[src/rtl/serial_negate32_if.sv]
// Handshake and data bundle for the bit-serial complement unit.
// The slave side is the complement unit. The master side is the operand
// producer together with the result consumer.
interface serial_negate32_if #(
  parameter int WIDTH = 32
);
  logic             in_valid;
  logic             in_ready;
  logic [WIDTH-1:0] data_in;
  logic             op;
  logic             out_valid;
  logic             out_ready;
  logic [WIDTH-1:0] data_out;
  logic             overflow;
  logic             zero;
  logic             busy;

  modport master (
    output in_valid, data_in, op, out_ready,
    input  in_ready, out_valid, data_out, overflow, zero, busy
  );

  modport slave (
    input  in_valid, data_in, op, out_ready,
    output in_ready, out_valid, data_out, overflow, zero, busy
  );
endinterface

[src/rtl/serial_negate32.sv]
// Bit-serial complement unit: computes ~x (op=0) or ~x+1 (op=1).
// It handles one bit per clock, LSB first, using a single ripple-carry flop.
// Result is offered through a valid/ready handshake and held until taken.
module serial_negate32 #(
  parameter int WIDTH = 32,
  parameter int CNT_W = 6
) (
  input  logic              clock,
  input  logic              reset_n,
  serial_negate32_if.slave  bus
);

  typedef enum logic [1:0] {
    IDLE  = 2'd0,
    SHIFT = 2'd1,
    DONE  = 2'd2
  } state_t;

  state_t           state;
  logic [WIDTH-1:0] sr;
  logic [WIDTH-1:0] res;
  logic [CNT_W-1:0] cnt;
  logic             carry;
  logic             ovf_pend;

  logic             in_ready_q;
  logic             out_valid_q;
  logic             busy_q;
  logic [WIDTH-1:0] data_out_q;
  logic             overflow_q;
  logic             zero_q;

  logic             bit_now;
  logic [WIDTH-1:0] res_next;

  // Next result bit and the result register as it looks after this shift.
  always_comb begin
    bit_now  = ~sr[0] ^ carry;
    res_next = {bit_now, res[WIDTH-1:1]};
  end

  // Control FSM with every handshake output and flag registered.
  always_ff @(posedge clock or negedge reset_n) begin
    if (!reset_n) begin
      state       <= IDLE;
      sr          <= '0;
      res         <= '0;
      cnt         <= '0;
      carry       <= 1'b0;
      ovf_pend    <= 1'b0;
      in_ready_q  <= 1'b1;
      out_valid_q <= 1'b0;
      busy_q      <= 1'b0;
      data_out_q  <= '0;
      overflow_q  <= 1'b0;
      zero_q      <= 1'b0;
    end else begin
      case (state)
        IDLE: begin
          if (bus.in_valid) begin
            sr         <= bus.data_in;
            carry      <= bus.op;
            cnt        <= '0;
            ovf_pend   <= bus.op & bus.data_in[WIDTH-1] & ~(|bus.data_in[WIDTH-2:0]);
            in_ready_q <= 1'b0;
            busy_q     <= 1'b1;
            state      <= SHIFT;
          end
        end
        SHIFT: begin
          sr    <= sr >> 1;
          carry <= ~sr[0] & carry;
          res   <= res_next;
          cnt   <= cnt + 1'b1;
          if (cnt == CNT_W'(WIDTH - 1)) begin
            data_out_q  <= res_next;
            zero_q      <= (res_next == '0);
            overflow_q  <= ovf_pend;
            out_valid_q <= 1'b1;
            busy_q      <= 1'b0;
            state       <= DONE;
          end
        end
        DONE: begin
          if (bus.out_ready) begin
            out_valid_q <= 1'b0;
            overflow_q  <= 1'b0;
            zero_q      <= 1'b0;
            in_ready_q  <= 1'b1;
            state       <= IDLE;
          end
        end
        default: begin
          state       <= IDLE;
          in_ready_q  <= 1'b1;
          out_valid_q <= 1'b0;
          busy_q      <= 1'b0;
        end
      endcase
    end
  end

  assign bus.in_ready  = in_ready_q;
  assign bus.out_valid = out_valid_q;
  assign bus.busy      = busy_q;
  assign bus.data_out  = data_out_q;
  assign bus.overflow  = overflow_q;
  assign bus.zero      = zero_q;

endmodule
[src/flat_wrapper.sv]
// flat-port wrapper written by rule: the top's interface ports become plain ports
module serial_negate32_flat 
#(
  parameter int WIDTH = 32,
  parameter int CNT_W = 6
)
  (clock, reset_n, bus_in_valid, bus_data_in, bus_op, bus_out_ready, bus_in_ready, bus_out_valid, bus_data_out, bus_overflow, bus_zero, bus_busy);
  serial_negate32_if #(.WIDTH(WIDTH)) bus_i ();
  input  logic clock;
  input  logic reset_n;
  input wire logic [$bits(bus_i.in_valid)-1:0] bus_in_valid;
  input wire logic [$bits(bus_i.data_in)-1:0] bus_data_in;
  input wire logic [$bits(bus_i.op)-1:0] bus_op;
  input wire logic [$bits(bus_i.out_ready)-1:0] bus_out_ready;
  output wire logic [$bits(bus_i.in_ready)-1:0] bus_in_ready;
  output wire logic [$bits(bus_i.out_valid)-1:0] bus_out_valid;
  output wire logic [$bits(bus_i.data_out)-1:0] bus_data_out;
  output wire logic [$bits(bus_i.overflow)-1:0] bus_overflow;
  output wire logic [$bits(bus_i.zero)-1:0] bus_zero;
  output wire logic [$bits(bus_i.busy)-1:0] bus_busy;
  assign bus_i.in_valid = bus_in_valid;
  assign bus_i.data_in = bus_data_in;
  assign bus_i.op = bus_op;
  assign bus_i.out_ready = bus_out_ready;
  assign bus_in_ready = bus_i.in_ready;
  assign bus_out_valid = bus_i.out_valid;
  assign bus_data_out = bus_i.data_out;
  assign bus_overflow = bus_i.overflow;
  assign bus_zero = bus_i.zero;
  assign bus_busy = bus_i.busy;
  serial_negate32 #(.WIDTH(WIDTH), .CNT_W(CNT_W)) u_core (.clock(clock), .reset_n(reset_n), .bus(bus_i));
endmodule
[config.mk]
export PLATFORM = sky130hd
export DESIGN_NAME = serial_negate32_flat
export DESIGN_NICKNAME = d
export VERILOG_FILES = /design/src/rtl/serial_negate32_if.sv /design/src/rtl/serial_negate32.sv /design/src/flat_wrapper.sv
export SDC_FILE = /design/constraint.sdc
export NUM_CORES = 1
export LEC_CHECK = 0
export BUFFER_PORTS_ARGS = -buffer_cell sky130_fd_sc_hd__clkbuf_2
export CAP_MARGIN = 10
export CORE_AREA = 2 2 110 112
export DETAILED_ROUTE_END_ITERATION = 6
export DIE_AREA = 0 0 112 114
export GPL_TIMING_DRIVEN = 0
export PLACE_DENSITY = 0.58
export SYNTH_ARGS = -nofsm -noshare
export SYNTH_HDL_FRONTEND = slang
export SYNTH_SLANG_ARGS = --single-unit
[constraint.sdc]
create_clock -name clock -period 3.9 [get_ports clock]
set_input_delay 0.585 -clock clock [delete_from_list [all_inputs] [get_ports clock]]
set_output_delay 0.585 -clock clock [all_outputs]
set_load 0.005 [all_outputs]
==> results.md, run 1 <==
* Run status: complete, no violations
* Power per Cell Area at 725 nW/um^2
* Final hold viol count at 0
* Antenna Diode Count at 0
* Sequential element share of the synthesized area at 0.611
* Number of placement rows at 40
* Fraction of layout cells with a size suffix above 1 at 0.252
* Syn-to-layout area delta at 19.2%
* Share of the cycle needed by the critical path after routing at 0.512
* Via count of the first global-routing pass at 3180
* Area of the multi-input gates at 1610 um^2
* Setup-failing EPs final at 0
* Non-filler instance count after layout at 670
* Number of I/O port buffers at 73
* Number of remaining DRC errors at 0
* CTS tree: yes
* Largest fanout on the critical path at 10
* Pin count of the biggest net entering global routing at 111
* Achievable clock frequency at about 500 MHz
* Global routing usage summed across all routing layers at 0.156
* Std-Cell Core Area at roughly 12000 um^2
* Chip Height at 114 um
* Hold/Removal Path Class: in -> async
* Drt initial violations at about 180
* Category of the critical setup timing path: reg -> reg
* PnR Total Power at 3.90 mW
* Total of flip-flops plus latches after synthesis at 110
* Count of cells resized by post-cts repair at 0
* Synth Area per Inst at 10.4 um^2
* Ordered cell list for the critical path: buf_6 -> nand2b_4 -> buf_6 -> nor3_4 -> buf_6 -> mux2_2
* Number of buffers added to fix hold violations after cts at 0
* Synthesis warning total at 0
* Setup_tns at 0 ns
* Synth Net Count at 473
* Initial Utilization at 0.385
* Synthesized area at 4510 um^2
* Static Leakage at 2.67 nW
* # placed instances at 654
* Setup repair after global routing missed its margin: no
* Clock root buffer: sky130_fd_sc_hd__clkbuf_16
* Utilization after layout at 0.459
* CTS Buf Count at 9
* Delay of the slowest cell on the worst path at ~0.52 ns
* Worst path top cell family by delay: simple AND/OR/NAND/NOR gates
* Clk_skew at 0.0109 ns
* Total count of max-transition violations in the final report at 0
* Post-CTS setup buffer count at 0
* Worst R2R Start: u_core.state[1]
* Number of clock sinks at 110
* Cell mode on critical path: sky130_fd_sc_hd__buf_6
* Maximum vdd drop at roughly 0.00032 V
* Max Cap Viol at 0
* Count of pins on the block boundary at 74
* Rel. slew slack at 0.412
* Total global routing overflow at 0
* Worst setup startpoint: u_core.state[1]
* Antenna violation net count after detailed routing at 0
* Placer's final routability congestion estimate at 0.780
* Number of buffers between clock root and the deepest sink at 2
* Chip width at 112 um
* Data required time at the worst endpoint at 4.14 ns
* Pin slew with the least headroom to its limit at 0.882 ns
* Clock slew at reported path FFs at 0.07 ns
* Minimum period implied by the final worst setup slack at 2.00 ns
* Count of nets after finishing at 557
* CP max-delay cell: sky130_fd_sc_hd__nor3_4
* Arrival time reported for the critical path endpoint at 2.23 ns
* Reg2reg setup slack at roughly 1.9 ns
* Count of TritonRoute iterations in the first routing pass at 4
* Routed WL at 9.52 mm
* Cell count after synthesis at around 430
* Sum of net half-perimeters after detailed placement at 6.66 mm
* Count of distinct cell types in the synthesized netlist at 35
* CP Buf/Inv Count at 3
* Maximum level of the CTS H-tree at 3
* Register area at 2750 um^2
* # fillers at 1138
* Startpoint Class: flop
* Detailed-route via count at 3345
* Capturing element type of the critical path: flop
* Antenna violations before repair at 0
* Post-DR vias/cell at 4.99
* Die Area at 12800 um^2
* Global-route wire length before repair at 15.9 mm
* Wire per inst at 14.2 um
* Clock Latency Late Sink at 0.36 ns
[power breakdown]
part           internal [mW]  total [mW]  switching [mW]
clock network          0.536       0.949           0.413
logic                  0.477        1.08           0.606
registers               1.55        1.87           0.311
total                   2.57        3.90            1.33
[metrics by stage]
step	cell area, um^2	hold WS [ns]	setup WS (ns)
2_1_floorplan	4510	0.289	2.15
3_3_place_gp	5060	0.467	0.680
3_5_place_dp	5070	0.479	1.90
4_1_cts	5380	0.397	1.88
5_1_grt	5380	0.434	1.73
6_report	5380	0.338	1.90
[per-layer routing]
layer / vias to the layer above / track usage / share of wire / wire [um]
met5: - / 0 / 0 / 0
met4: 0 / 0.0756 / 0.026 / 243
met3: 17 / 0.0361 / 0.046 / 436
met2: 63 / 0.240 / 0.46 / 4350
met1: 1614 / 0.212 / 0.47 / 4500
li1: 1651 / - / - / -
[cell usage in the layout, fill, tap and decap left out, types with 5 or more instances in the layout]
cell type,synthesis,final
sky130_fd_sc_hd__nor2_1,67,67
sky130_fd_sc_hd__clkbuf_2,0,72
sky130_fd_sc_hd__mux2_2,30,30
sky130_fd_sc_hd__nand4_1,5,5
sky130_fd_sc_hd__clkbuf_1,11,12
sky130_fd_sc_hd__clkbuf_16,0,9
sky130_fd_sc_hd__buf_6,5,5
sky130_fd_sc_hd__nand3_1,5,5
sky130_fd_sc_hd__o22ai_1,32,32
sky130_fd_sc_hd__o21ai_0,11,11
sky130_fd_sc_hd__nand2_1,108,108
sky130_fd_sc_hd__dfrtp_1,109,109
sky130_fd_sc_hd__buf_2,5,5
sky130_fd_sc_hd__nor4_1,14,14
[sequential cells by signal, indices dropped and copies added, names as in the netlist, 2 cells and up]
register and flops:
u_core.state 2, u_core.cnt 6, u_core.bus.data_out 32, u_core.res 31, u_core.sr 32
[worst paths after layout]
path / end / cells past startpoint
hold / removal: u_core.bus.data_out[27] / 1
min in group clock: u_core.carry / 3
max in group asynchronous: u_core.bus.data_out[11] / 1
setup reg to reg: u_core.bus.data_out[13] / 6
setup / recovery: u_core.bus.data_out[13] / 6
hold reg to reg: u_core.bus.data_out[30] / 1
[cell families (layout without fill, tap and decap cells)]
logic type	Yosys count	after routing	synth area share
fa+ha+maj	2	2	0.00555
mux	33	33	0.0821
buf+inv	27	116	0.0322
simple gates	211	211	0.199
compound gates	51	51	0.0699
flops	110	110	0.611
[worst register-to-register path, stage by stage (launching register included)]
cell	delay (ns)
sky130_fd_sc_hd__dfrtp_1	0.37
sky130_fd_sc_hd__buf_6	0.14
sky130_fd_sc_hd__nand2b_4	0.14
sky130_fd_sc_hd__buf_6	0.13
sky130_fd_sc_hd__nor3_4	0.52
sky130_fd_sc_hd__buf_6	0.24
sky130_fd_sc_hd__mux2_2	0.34
[cells in the mapped netlist]
master / n / area (um^2)
sky130_fd_sc_hd__o32ai_1: 1 / 8.76
sky130_fd_sc_hd__nand3_1: 5 / 25.0
sky130_fd_sc_hd__a22oi_1: 1 / 7.51
sky130_fd_sc_hd__mux2_2: 30 / 338
sky130_fd_sc_hd__and4_1: 1 / 8.76
sky130_fd_sc_hd__nand2_1: 108 / 405
sky130_fd_sc_hd__nand2b_1: 2 / 12.5
sky130_fd_sc_hd__ha_1: 2 / 25.0
sky130_fd_sc_hd__nor4b_1: 1 / 8.76
sky130_fd_sc_hd__nor2_1: 67 / 251
sky130_fd_sc_hd__o31ai_1: 1 / 7.51
sky130_fd_sc_hd__o21ba_2: 1 / 10.0
sky130_fd_sc_hd__nor3_4: 1 / 16.3
sky130_fd_sc_hd__nor2b_1: 2 / 12.5
sky130_fd_sc_hd__nand2b_4: 1 / 13.8
sky130_fd_sc_hd__buf_2: 5 / 25.0
sky130_fd_sc_hd__o22a_1: 1 / 8.76
sky130_fd_sc_hd__a21oi_1: 2 / 10.0
sky130_fd_sc_hd__mux2i_1: 1 / 10.0
sky130_fd_sc_hd__nand3b_1: 1 / 7.51
sky130_fd_sc_hd__dfstp_2: 1 / 26.3
sky130_fd_sc_hd__nor4_1: 14 / 87.6
sky130_fd_sc_hd__buf_6: 5 / 56.3
sky130_fd_sc_hd__dfrtp_1: 109 / 2730
sky130_fd_sc_hd__o22ai_1: 32 / 200
sky130_fd_sc_hd__o21ai_0: 11 / 55.1
sky130_fd_sc_hd__inv_1: 3 / 11.3
sky130_fd_sc_hd__nor3b_1: 1 / 7.51
sky130_fd_sc_hd__buf_1: 3 / 11.3
sky130_fd_sc_hd__and3_1: 1 / 6.26
sky130_fd_sc_hd__clkbuf_1: 11 / 41.3
sky130_fd_sc_hd__mux2_1: 2 / 22.5
sky130_fd_sc_hd__nand4_1: 5 / 31.3
sky130_fd_sc_hd__o21bai_1: 1 / 7.51
sky130_fd_sc_hd__nor3_1: 1 / 5.00
[area by class of cell]
class,instances,area share
Timing Repair Buffer,73,0.0696
Clock inverter,4,0.00977
Tap cell,147,0.0342
Multi-Input combinational cell,297,0.300
Buffer,24,0.0249
Sequential cell,110,0.512
Inverter,3,0.00209
Clock buffer,12,0.0477
No activity file was read; power rests on OpenSTA's default activity.
==> run 2: changes to the inputs <==
==> constraint.sdc (replaced) <==
create_clock -name clock -period 1.9 [get_ports clock]
set_input_delay 0.285 -clock clock [delete_from_list [all_inputs] [get_ports clock]]
set_output_delay 0.285 -clock clock [all_outputs]
set_load 0.005 [all_outputs]
==> run 2 against run 1 <==
Compared with the run above: critical path depth did not move; clock-buffer cell count unchanged; via count increased by 0.48%; final cell count increased by 0.30%; die area stayed put; largest cell class unchanged.
==> results.md, run 2 (synthesis results as in run 1) <==
* Pin slew with the least headroom to its limit at 0.891 ns (+0.00858 ns)
* R2r worst-path depth at 6 (unchanged)
* Antenna violations before repair at 0 (unchanged)
* Global-route wire length before repair at 15.9 mm (+0.13%)
* Post-DR vias/cell at 5.00 (+0.18%)
* Non-filler instance count after layout at 672 (+0.30%)
* Maximum level of the CTS H-tree at 3 (unchanged)
* CTS Buf Count at 9 (unchanged)
* Count of nets after finishing at 559 (+0.36%)
* Antenna Diode Count at 0 (unchanged)
* Power per Cell Area at 1490 nW/um^2 (+110%)
* Worst path top cell family by delay: flip-flops
* Post-route setup slack at 0.176 ns (-1.73 ns)
* Placer's final routability congestion estimate at 0.780 (unchanged)
* Minimum period implied by the final worst setup slack at 1.72 ns (-0.271 ns)
* # placed instances at 654 (unchanged)
* Die Area at 12800 um^2 (unchanged)
* Clock root buffer: sky130_fd_sc_hd__clkbuf_16
* Number of clock sinks at 110 (unchanged)
* Global routing usage summed across all routing layers at 0.157 (+0.000229)
* Register area at 2750 um^2 (unchanged)
* Clock Latency Late Sink at 0.36 ns (about the same)
* Setup-failing EPs final at 0 (unchanged)
* Total number of cells along the worst setup path at 6 (unchanged)
* Share of the cycle needed by the critical path after routing at 0.908 (+0.396)
* Area of the multi-input gates at 1610 um^2 (unchanged)
* Terminus of the critical flop-to-flop path: u_core.bus.data_out[13]
* CTS tree: yes
* Hold/Removal Path Class: in -> async
* Detailed-route via count at 3361 (+0.48%)
* Largest fanout on the critical path at 10 (unchanged)
* Std-Cell Core Area at 11700 um^2 (unchanged)
* Worst slack, placed at -0.0969 ns (-2.00 ns)
* Rel. slew slack at 0.406 (-0.00572)
* Achievable clock frequency at 580 MHz (+16%)
* Number of placement rows at 40 (unchanged)
* Fraction of layout cells with a size suffix above 1 at 0.259 (+0.00666)
* Initial Utilization at 0.385 (unchanged)
* Sum of net half-perimeters after detailed placement at 6.66 mm (unchanged)
* Number of I/O port buffers at 73 (unchanged)
* Ordered cell list for the critical path: ha_1 -> nand4_1 -> nor3_4 -> buf_4 -> buf_6 -> mux2_2
* Number of buffers between clock root and the deepest sink at 2 (unchanged)
* Setup repair after global routing missed its margin: no
* Via count of the first global-routing pass at 3180 (unchanged)
* Arrival time reported for the critical path endpoint at 1.96 ns (-0.27 ns)
* CP max-delay cell: sky130_fd_sc_hd__dfrtp_1
* Pin count of the biggest net entering global routing at 111 (unchanged)
* Wire per inst at 14.3 um (+0.46%)
* Count of pins on the block boundary at 74 (unchanged)
* Data required time at the worst endpoint at 2.14 ns (-2.00 ns)
* # fillers at 1138 (unchanged)
* Worst R2R Start: u_core.cnt[0]
* Syn-to-layout area delta at 19.6%
* Total global routing overflow at 0 (unchanged)
* Run status: complete, no violations
* CP Buf/Inv Count at 2 (-1)
* Utilization after layout at 0.461 (+0.00150)
* Routed WL at 9.60 mm (+0.76%)
* Chip width at 112 um (unchanged)
* Number of remaining DRC errors at 0 (unchanged)
* Chip Height at 114 um (unchanged)
* Static Leakage at 2.69 nW (+0.66%)
* Leading cell type in the layout, fill and taps excluded: sky130_fd_sc_hd__dfrtp_1
* Final hold viol count at 0 (unchanged)
* Clock slew at reported path FFs at 0.07 ns (about the same)
* Total count of max-transition violations in the final report at 0 (unchanged)
* Capturing element type of the critical path: flop
* Clk_skew at 0.00947 ns (-0.00144 ns)
* Antenna violation net count after detailed routing at 0 (unchanged)
* Drt initial violations at 178 (-1.7%)
* Max Cap Viol at 0 (unchanged)
* Startpoint Class: flop
* Commonest non-fill, non-tap cells in the layout: sky130_fd_sc_hd__dfrtp_1, sky130_fd_sc_hd__nand2_1, sky130_fd_sc_hd__clkbuf_2, sky130_fd_sc_hd__nor2_1, sky130_fd_sc_hd__o22ai_1
* Category of the critical setup timing path: reg -> reg
* Count of TritonRoute iterations in the first routing pass at 5 (+1)
* Delay of the slowest cell on the worst path at 0.39 ns (-0.13 ns)
* Maximum vdd drop at 0.000654 V (+110%)
* Reg2reg setup slack at 0.18 ns (-1.73 ns)
run 2: cell count changes in the layout (fill, tap and decap cells not counted):
cell	change
sky130_fd_sc_hd__buf_4	+2
sky130_fd_sc_hd__clkbuf_1	-2
sky130_fd_sc_hd__clkbuf_2	+2
run 2: worst max-delay path by stage:
stage,startpoint,end,slack [ns]
after global placement,reset_n,u_core.sr[10],-1.02
after floorplan,u_core.state[1],u_core.bus.data_out[0],0.15
after global routing,u_core.state[0],u_core.sr[27],0.03
after CTS,u_core.cnt[0],u_core.bus.data_out[25],0.06
final,u_core.cnt[0],u_core.bus.data_out[13],0.18
after detailed placement,u_core.state[1],u_core.bus.data_out[13],-0.1
run 2: per-layer routing:
| metal | part of all wire | global-route usage | up-vias |
|---|---|---|---|
| met2 | 0.45 | 0.239 | 71 |
| met5 | 0 | 0 | - |
| met1 | 0.48 | 0.213 | 1615 |
| li1 | - | - | 1654 |
| met3 | 0.042 | 0.0361 | 21 |
| met4 | 0.026 | 0.0756 | 0 |
run 2: per-stage QoR:
| stage | total power [mW] | TNS, ns | hold slack [ns] | cell area, um^2 |
|---|---|---|---|---|
| final | 8.01 | 0 | 0.0409 | 5390 |
| after global routing | 8.61 | 0 | 0.134 | 5390 |
| after CTS | 8.08 | 0 | 0.0974 | 5380 |
| after detailed placement | 6.12 | -2.10 | 0.471 | 5070 |
| after global placement | 6.03 | -112.69 | 0.467 | 5060 |
| after floorplan | 5.29 | 0 | -0.0106 | 4510 |
run 2: area by class of cell:
type,instances,area share
Clock inverter,4,0.00974
Multi-Input combinational cell,297,0.299
Buffer,24,0.0253
Inverter,3,0.00209
Timing Repair Buffer,75,0.0721
Tap cell,147,0.0341
Sequential cell,110,0.511
Clock buffer,12,0.0476
run 2: where the power goes:
| group | switching (mW) | internal [mW] |
|---|---|---|
| clock network | 0.845 | 1.10 |
| logic | 1.25 | 0.985 |
| registers | 0.642 | 3.19 |
run 2: timing repair:
item,CTS,global route
setup buffers,1,1
pin swaps,1,1
setup endpoints to repair,25,39
gates resized for setup,0,4
hold buffers,0,0
hold endpoints to repair,0,0
==> run 3: changes to the inputs <==
--- a/config.mk
+++ b/config.mk
@@ -11,7 +11,7 @@
 export DETAILED_ROUTE_END_ITERATION = 6
 export DIE_AREA = 0 0 112 114
 export GPL_TIMING_DRIVEN = 0
-export PLACE_DENSITY = 0.58
+export PLACE_DENSITY = 0.67
 export SYNTH_ARGS = -nofsm -noshare
 export SYNTH_HDL_FRONTEND = slang
 export SYNTH_SLANG_ARGS = --single-unit
==> constraint.sdc (replaced) <==
create_clock -name clock -period 1.75 [get_ports clock]
set_input_delay 0.2625 -clock clock [delete_from_list [all_inputs] [get_ports clock]]
set_output_delay 0.2625 -clock clock [all_outputs]
set_load 0.005 [all_outputs]
==> run 3 against run 2 <==
Compared with the run above: the run now ends with hold timing left; clock power increased by 18%; sequential cell count is the same; clock skew rose by 0.00078 ns; critical endpoint is now u_core.bus.data_out[17].
==> results.md, run 3 (synthesis results as in run 1) <==
* Leading cell type in the layout, fill and taps excluded: sky130_fd_sc_hd__dfrtp_1
* Drt initial violations at 216 (+21%)
* Count of TritonRoute iterations in the first routing pass at 5 (unchanged)
* Number of buffers added to fix hold violations after cts at 0 (unchanged)
* Share of the cycle needed by the critical path after routing at 0.969 (+0.0615)
* Maximum vdd drop at 0.000548 V (-16%)
* Std-Cell Core Area at 11700 um^2 (unchanged)
* Static Leakage at 2.78 nW (+3.4%)
* Data required time at the worst endpoint at 1.99 ns (-0.15 ns)
* Arrival time reported for the critical path endpoint at 1.94 ns (-0.02 ns)
* Global-route wire length before repair at 16.5 mm (+3.7%)
* Total count of max-transition violations in the final report at 0 (unchanged)
* Number of clock sinks at 110 (unchanged)
* Worst setup startpoint: u_core.cnt[0]
* Clk_skew at 0.0102 ns (+0.000777 ns)
* Number of buffers between clock root and the deepest sink at 2 (unchanged)
* Post-DR vias/cell at 5.13 (+2.6%)
* Non-filler instance count after layout at 681 (+1.3%)
* Fraction of layout cells with a size suffix above 1 at 0.283 (+0.0237)
* Hold/Removal Path Class: in -> async
* CTS Buf Count at 9 (unchanged)
* Number of remaining DRC errors at 0 (unchanged)
* Antenna violation net count after detailed routing at 0 (unchanged)
* Clock slew at reported path FFs at 0.08 ns (about the same)
* Number of placement rows at 40 (unchanged)
* CP Buf/Inv Count at 2 (unchanged)
* Detailed-route via count at 3495 (+4.0%)
* Clock root buffer: sky130_fd_sc_hd__clkbuf_16
* Final hold viol count at 5 (+5)
* Sum of net half-perimeters after detailed placement at 6.86 mm (+2.9%)
* Chip Height at 114 um (unchanged)
* Routed WL at 10.1 mm (+4.7%)
* CP max-delay cell: sky130_fd_sc_hd__dfrtp_1
* Post-route setup slack at 0.0542 ns (-0.122 ns)
* Category of the critical setup timing path: reg -> reg
* Clock Latency Late Sink at 0.35 ns (about the same)
* Via count of the first global-routing pass at 3363 (+5.8%)
* Count of nets after finishing at 568 (+1.6%)
* # placed instances at 654 (unchanged)
* Chip width at 112 um (unchanged)
* Initial Utilization at 0.385 (unchanged)
* Setup repair after global routing missed its margin: no
* Setup crit end: u_core.bus.data_out[17]
* Syn-to-layout area delta at 24.0%
* Failing checks: hold timing
* Terminus of the critical flop-to-flop path: u_core.bus.data_out[17]
* Max Cap Viol at 0 (unchanged)
* Maximum level of the CTS H-tree at 3 (unchanged)
* Setup_tns at 0 ns (unchanged)
* R2r worst-path depth at 6 (unchanged)
* Commonest non-fill, non-tap cells in the layout: sky130_fd_sc_hd__dfrtp_1, sky130_fd_sc_hd__nand2_1, sky130_fd_sc_hd__clkbuf_2, sky130_fd_sc_hd__nor2_1, sky130_fd_sc_hd__o22ai_1
* Run status: finished with violations
* # fillers at 1088 (-4.4%)
* Number of I/O port buffers at 73 (unchanged)
* CTS tree: yes
* Placer's final routability congestion estimate at 0.761 (-2.5%)
* Worst slack, placed at -0.235 ns (-0.139 ns)
* Pin count of the biggest net entering global routing at 111 (unchanged)
* Worst R2R Start: u_core.cnt[0]
* Die Area at 12800 um^2 (unchanged)
* Antenna Diode Count at 0 (unchanged)
* Power per Cell Area at 1610 nW/um^2 (+8.1%)
* Total number of cells along the worst setup path at 6 (unchanged)
* Worst Hold Margin at -0.0185 ns (-0.0594 ns)
* Antenna violations before repair at 0 (unchanged)
* Capturing element type of the critical path: flop
* Wire per inst at 14.8 um (+3.3%)
* Total global routing overflow at 0 (unchanged)
* Ordered cell list for the critical path: ha_4 -> nand4_1 -> nor3_4 -> buf_6 -> clkbuf_16 -> mux2_2
* Rel. slew slack at 0.426 (+0.0201)
* Delay of the slowest cell on the worst path at 0.41 ns (+0.02 ns)
* Pin slew with the least headroom to its limit at 0.861 ns (-0.0301 ns)
* Largest fanout on the critical path at 5 (-5)
* Reg2reg setup slack at 0.05 ns (-0.12 ns)
* Achievable clock frequency at 590 MHz (+1.7%)
* Worst path top cell family by delay: flip-flops
* Count of pins on the block boundary at 74 (unchanged)
* Minimum period implied by the final worst setup slack at 1.70 ns (-0.0285 ns)
* Startpoint Class: flop
* Global routing usage summed across all routing layers at 0.162 (+0.00587)
* Setup-failing EPs final at 0 (unchanged)
run 3: cell count changes in the layout (fill, tap and decap cells not counted), sizes merged:
cell / before / now
bufinv: 1 / 2
buf: 15 / 19
clkbuf: 96 / 98
inv: 4 / 6
run 3: final cells by class:
| class | instances | area [um^2] | share of cell area |
|---|---|---|---|
| clock buffers | 9 | 225 | 0.0403 |
| flip-flops and latches | 110 | 2750 | 0.492 |
| multi-input cells | 297 | 1660 | 0.296 |
| plain buffers | 23 | 140 | 0.0251 |
| repair buffers | 85 | 507 | 0.0906 |
| clock inverters | 7 | 114 | 0.0204 |
| well taps | 147 | 184 | 0.0329 |
| inverters | 3 | 11.3 | 0.00201 |
run 3: metrics by stage:
step / utilization / hold slack (ns) / instance area [um^2] / power (mW)
final: 0.478 / -0.0185 / 5590 / 8.98
after global routing: 0.478 / 0.0933 / 5590 / 9.62
after CTS: 0.464 / 0.0623 / 5440 / 8.96
after detailed placement: 0.433 / 0.438 / 5070 / 6.65
after global placement: 0.432 / 0.467 / 5060 / 6.51
after floorplan: - / -0.0331 / 4510 / 5.74
run 3: how the worst min path moves through the flow:
stage,end,slack (ns),cells past startpoint
floorplan,u_core.bus.busy,-0.03,0
global placement,u_core.carry,0.47,2
detailed placement,u_core.sr[20],0.44,1
CTS,u_core.sr[20],0.06,1
global route,u_core.sr[21],0.09,1
finish,u_core.sr[20],-0.02,1
run 3: metal layers:
metal | vias to the layer above | GRT usage | part of all wire
met1 | 1729 | 0.216 | 0.45
li1 | 1659 | - | -
met2 | 89 | 0.262 | 0.48
met3 | 18 | 0.0329 | 0.049
met5 | - | 0 | 0
met4 | 0 | 0.0707 | 0.024
run 3: report_power, final:
group / leakage, nW / switching [mW] / internal (mW)
Sequential: 1.38 / 0.719 / 3.46
Combinational: 1.23 / 1.40 / 1.12
Clock: 0.165 / 0.987 / 1.29
Total: 2.78 / 3.11 / 5.87
run 3: timing repair:
item / in CTS / in global routing
buffers inserted: 4 / 6
resized for setup: 1 / 21
setup endpoints to repair: 36 / 68
pin swaps: 1 / 1
cloned: 0 / 2
